[src/rtl/cin_code_tx.sv]
// Serial entry-code transmitter: shifts a CODE_W-bit code out on cin MSB-first, BIT_CYC clocks per bit,
// then holds cin low for GAP_CYC clocks and pulses done on return to IDLE.
module cin_code_tx #(
  parameter int                 CODE_W   = 3,
  parameter logic [CODE_W-1:0]  CODE_DEF = 3'b101,
  parameter int                 BIT_CYC  = 1,
  parameter int                 GAP_CYC  = 2
) (
  input  logic              clk,
  input  logic              enter_n,
  input  logic              start,
  input  logic              use_def,
  input  logic [CODE_W-1:0] code_in,
  output logic              cin,
  output logic              bit_strobe,
  output logic              busy,
  output logic              done
);

  localparam int CYC_W = (BIT_CYC > 1) ? $clog2(BIT_CYC) : 1;
  localparam int IDX_W = (CODE_W  > 1) ? $clog2(CODE_W)  : 1;
  localparam int GAP_W = (GAP_CYC > 1) ? $clog2(GAP_CYC) : 1;

  typedef enum logic [1:0] {IDLE, SEND, GAP} state_t;

  state_t            state;
  logic [CODE_W-1:0] shreg;
  logic [CODE_W-1:0] sh_next;
  logic [CODE_W-1:0] load_code;
  logic [CYC_W-1:0]  cyc_cnt;
  logic [IDX_W-1:0]  bit_idx;
  logic [GAP_W-1:0]  gap_cnt;

  assign sh_next   = shreg << 1;
  assign load_code = use_def ? CODE_DEF : code_in;

  always_ff @(posedge clk) begin
    if (!enter_n) begin
      state      <= IDLE;
      shreg      <= '0;
      cyc_cnt    <= '0;
      bit_idx    <= '0;
      gap_cnt    <= '0;
      cin        <= 1'b0;
      bit_strobe <= 1'b0;
      busy       <= 1'b0;
      done       <= 1'b0;
    end else begin
      done       <= 1'b0;
      bit_strobe <= 1'b0;
      case (state)
        IDLE: begin
          cin  <= 1'b0;
          busy <= 1'b0;
          if (start) begin
            shreg      <= load_code;
            bit_idx    <= IDX_W'(CODE_W - 1);
            cyc_cnt    <= '0;
            state      <= SEND;
            cin        <= load_code[CODE_W-1];
            busy       <= 1'b1;
            bit_strobe <= 1'b1;
          end
        end
        SEND: begin
          if (cyc_cnt == CYC_W'(BIT_CYC - 1)) begin
            cyc_cnt <= '0;
            if (bit_idx == '0) begin
              cin <= 1'b0;
              // With no gap configured the frame completes straight from the last bit.
              if (GAP_CYC == 0) begin
                state <= IDLE;
                busy  <= 1'b0;
                done  <= 1'b1;
              end else begin
                state   <= GAP;
                gap_cnt <= '0;
              end
            end else begin
              shreg      <= sh_next;
              bit_idx    <= bit_idx - IDX_W'(1);
              cin        <= sh_next[CODE_W-1];
              bit_strobe <= 1'b1;
            end
          end else begin
            cyc_cnt <= cyc_cnt + CYC_W'(1);
          end
        end
        GAP: begin
          cin <= 1'b0;
          if (gap_cnt == GAP_W'(GAP_CYC - 1)) begin
            gap_cnt <= '0;
            state   <= IDLE;
            busy    <= 1'b0;
            done    <= 1'b1;
          end else begin
            gap_cnt <= gap_cnt + GAP_W'(1);
          end
        end
        default: begin
          state <= IDLE;
          cin   <= 1'b0;
          busy  <= 1'b0;
        end
      endcase
    end
  end

endmodule

[config.mk]
export PLATFORM = sky130hd
export DESIGN_NAME = cin_code_tx
export DESIGN_NICKNAME = d
export VERILOG_FILES = /design/src/rtl/cin_code_tx.sv
export SDC_FILE = /design/constraint.sdc
export NUM_CORES = 1
export LEC_CHECK = 0
export ABC_AREA = 1
export CORE_AREA = 5 5 42 44
export CTS_CLUSTER_SIZE = 10
export DETAILED_ROUTE_END_ITERATION = 16
export DIE_AREA = 0 0 47 49
export SLEW_MARGIN = 20
export SYNTH_ARGS = -nofsm -noshare
export SYNTH_HDL_FRONTEND = slang
export SYNTH_SLANG_ARGS = --single-unit
[constraint.sdc]
create_clock -name clk -period 1.6 [get_ports clk]
set_input_delay 0.32 -clock clk [delete_from_list [all_inputs] [get_ports clk]]
set_output_delay 0.32 -clock clk [all_outputs]
set_load 0.05 [all_outputs]
Word-level counts from Yosys, hierarchy flattened
Cells that the tools add are included.
{"block": "word_totals", "wordCells": 62, "output_inout_bits": 4, "ff_bits": 12}
{"block": "op_classes", "reduce_logical": 10, "bitwise_logic": 1, "n_addsub": 3, "eq_ne": 7, "mux": 32}
{"cell": "$mux 2", "n": 10}
{"cell": "$mux 1", "n": 13}
{"cell": "$ne 2x2->1 const B", "n": 5}
{"cell": "$pmux 1 s2", "n": 4}
{"cell": "$pmux 2 s2", "n": 2}
{"cell": "$reduce_and 4->1", "n": 2}
{"cell": "$pmux 2 s3", "n": 1}
{"cell": "$reduce_and 2->1", "n": 3}
{"cell": "$logic_not 2->1", "n": 2}
{"cell": "$reduce_bool 2->1", "n": 2}
{"cell": "$mux 3", "n": 1}
{"cell": "$pmux 1 s3", "n": 1}
{"cell": "$reduce_and 3->1", "n": 1}
{"cell": "$add 1x1->1 const B", "n": 2}
{"cell": "$eq 2x1->1 const B", "n": 1}
{"cell": "$eq 2x2->1 const B", "n": 1}
{"cell": "$sub 2x1->2 const B", "n": 1}
{"cell": "$not 1->1", "n": 1}

Logic depth before layout (Yosys ltp)
{"block": "logic_depth", "depth_word": 4, "mapped_depth": 8, "depth_no_buf": 8}

Worst setup path after synthesis
No wires, ideal clock.
{"block": "synth_timing", "kind": "flip-flop to flip-flop", "start": "reg bit_idx[0]", "end": "reg shreg[1]", "setup_time_ns": 0.113, "arrival_ns": 0.940, "path_slack_ns": 0.547, "required_time_ns": 1.487, "path_stages_with_launch": 7, "n_path_buf": 0, "path_cell_list": "dfxtp_1 -> inv_1 -> ha_1 -> a21oi_1 -> nand2_2 -> nor2_1 -> nor2_1"}
{"block": "synth_between", "elab_chain_cells": 3}
{"item": "start, declared", "line": "31", "text": "logic [IDX_W-1:0] bit_idx;"}
{"item": "start signal, assigned", "line": "57", "text": "bit_idx <= IDX_W'(CODE_W - 1);"}
{"item": "start signal, assigned", "line": "81", "text": "bit_idx <= bit_idx - IDX_W'(1);"}
{"item": "$logic_not 2->1", "line": "68", "text": "if (bit_idx == '0) begin"}
{"item": "$ne 2x2->1 (no source line)"}
{"item": "$reduce_and 4->1 (no source line)"}
{"item": "end signal, assigned", "line": "56", "text": "shreg <= load_code;"}
{"item": "end signal, assigned", "line": "80", "text": "shreg <= sh_next;"}
{"item": "end, declared", "line": "27", "text": "logic [CODE_W-1:0] shreg;"}
Every way passes these cells.
A chain may end at the register's enable or synchronous reset.

Worst setup path after layout
Ends and elaborated chain as after synthesis.

==> reports/metrics.csv <==
metric,value,unit
status,completed,
per-cell routed wire length,10.1,µm
Initial Utilization,34.9,%
Clock Path Buffers,2,
CTS tree,built,
Final GP Congestion,0.766,
Setup crit start kind,flip-flop,
yosys warns,0,
total power,0.848,mW
# diodes,0,
post-synthesis average cell area,7.19,µm²
sequential share of the synthesized area,45.0,%
mux share of post-synthesis cell area,0,%
LEAKAGE,0.292,nW
vias per cell,4.81,
total of max-cap violations,0,
"Period Utilization, post-route",71.8,%
initial drt markers,7,
fmax,0.871,GHz
WL final,985,µm
Post-Route Setup TNS,0,ns
routed via count,471,
pre-CTS setup slack,0.260,ns
Pre-antenna DRT Iters,4,
Mapped Cells,68,
RSZ-0062 raised after global routing,no,
post-synthesis cell type count,17,
clock skew,0.00546,ns
Worst Tran Pin Value,0.264,ns
final net count,91,
Detail Route Antenna Nets,0,
post-route setup slack,0.451,ns
area share of fa/ha/maj cells after synthesis,2.56,%
# hold bufs at CTS,0,
Die Ht,49,µm
worst-path maximum fanout,4,
Crit path required time,1.77,ns
largest net degree at the start of global routing,7,
hold crit path type,flip-flop to flip-flop,
r2r setup slk,0.45,ns
die width,47,µm
grt ovf,0,
global-route wire length before repair,1.81,mm
DRC,0,
Compound-Gate Fraction of Synth Area,9.72,%
WP buf/inv,1,
Max IR drop VDD,0.622,mV
"most used cell, CP",nor2_1,
XOR/XNOR share of the synthesized area,0,%
Root Buffer,clkbuf_4,
"slowest stage delay, CP",0.33,ns
CP max stage cell,dfxtp_1,
initial antenna violation count,0,
Syn Nets,76,
IO Pins,11,
Crit path max-delay family,flip-flops,
Clock Pin Slew Worst Setup and Hold Paths,0.07,ns
Layout area overhead,27.9,%
Worst Path Arrival,1.31,ns
Worst-Skew Late Latency,0.26,ns
Total GRT Usage,10.5,%
Fin Hold WS,0.458,ns
CTS resizes,0,
# rows,14,
Port Buffer Count,10,
Synth Area in Simple Gates,35.0,%
Cell Pwr Density,1350,nW/µm²
number of CTS-inserted buffers,3,
CP Cell Sequence,inv_1 > ha_1 > a21oi_1 > nand2_2 > nor2_1 > nor2_1,
final slew viol count,0,
final setup vio count,0,
CTS sink count,11,
final count of hold timing violations,0,
vias in the first global route,474,
Die ar.,2300,µm²
Rel. slew slack,82.4,%
post-route minimum period,1.15,ns
Setup CP Type,flip-flop to flip-flop,
core area,1400,µm²
setup bufs post-CTS,0,
Crit. End Element,flip-flop,
final core occ,44.6,%
Post-Syn Area,489,µm²
Yosys reg bits,11,
layout cell share with drive strength beyond 1,19.5,%
largest family of logic cells by synthesized area,simple AND/OR/NAND/NOR gates,
H-tree levels,1,
hpwl dp,808,µm
-- final timing paths --
check,from,depth (start not counted),end
max,bit_idx[0],6,shreg[1]
min,bit_idx[1],2,bit_idx[1]
max reg2reg,bit_idx[0],6,shreg[1]
min reg2reg,bit_idx[1],2,bit_idx[1]
-- cell usage in the layout, fill, tap and decap left out, drive strengths merged --
cell type,instances
nand3b,1
clkbuf,4
o211ai,1
nor3,1
or2,1
dfxtp,11
nand2,20
nand3,4
nand4,1
inv,10
o21ai,1
nor2,9
buf,4
ha,1
a21oi,7
clkdlybuf4s50,6
-- routing by layer --
layer  GRT usage [%]  vias up  routed length (µm)
met5               0        -                   0
li1                -      243                   -
met2            17.4        9                 510
met3            2.21        2                  32
met1            12.0      217                 427
met4            5.53        0                  13
-- logic make-up (layout without fill, tap and decap cells) --
| kind of cell | count (synthesis) | in the layout |
|---|---|---|
| compound gates | 9 | 9 |
| simple gates | 37 | 37 |
| flops | 11 | 11 |
| fa+ha+maj | 1 | 1 |
| buf+inv | 10 | 24 |
-- stage by stage --
| step | instances | instance area [µm²] |
|---|---|---|
| final | 98 | 626 |
| after detailed placement | 94 | 599 |
| after global placement | 94 | 599 |
| after global routing | 98 | 626 |
| after floorplan | 68 | 489 |
| after CTS | 98 | 626 |
-- Yosys cell counts --
library cell / instances / share of area (%)
a21oi_1: 7 / 7.2
dfxtp_1: 11 / 45
ha_1: 1 / 2.6
inv_1: 8 / 6.1
inv_2: 2 / 1.5
nand2_1: 17 / 13
nand2_2: 3 / 3.8
nand3_1: 3 / 3.1
nand3_2: 1 / 2.0
nand3b_1: 1 / 1.5
nand4_1: 1 / 1.3
nor2_1: 7 / 5.4
nor2_2: 2 / 2.6
nor3_1: 1 / 1.0
o211ai_1: 1 / 1.5
o21ai_0: 1 / 1.0
or2_2: 1 / 1.3
-- state kept, by name, summed over array words and instances, names as in the netlist --
register / flops
shreg: 2
bit_idx: 2
state: 2
gap_cnt: 1
cin: 1
done: 1
busy: 1
bit_strobe: 1
-- worst reg2reg max path, stage by stage (launching register included) --
cell and delay, ns:
dfxtp_1 0.33, inv_1 0.06, ha_1 0.23, a21oi_1 0.18, nand2_2 0.10, nor2_1 0.12, nor2_1 0.05
-- cell type report --
cell class              instances  area, µm²
inverters                      10       37.5
fillers                       151        776
multi-input cells              47        231
clock buffers                   4       26.3
repair buffers                 10       90.1
flip-flops and latches         11        220
well taps                      16       20.0
-- power by group --
part / internal [mW] / switching, mW / leakage (nW)
clock network: 0.0963 / 0.0887 / 0.0150
registers: 0.324 / 0.0364 / 0.0907
logic: 0.109 / 0.193 / 0.186
total: 0.530 / 0.318 / 0.292
Power figures use the tool's default switching activity.
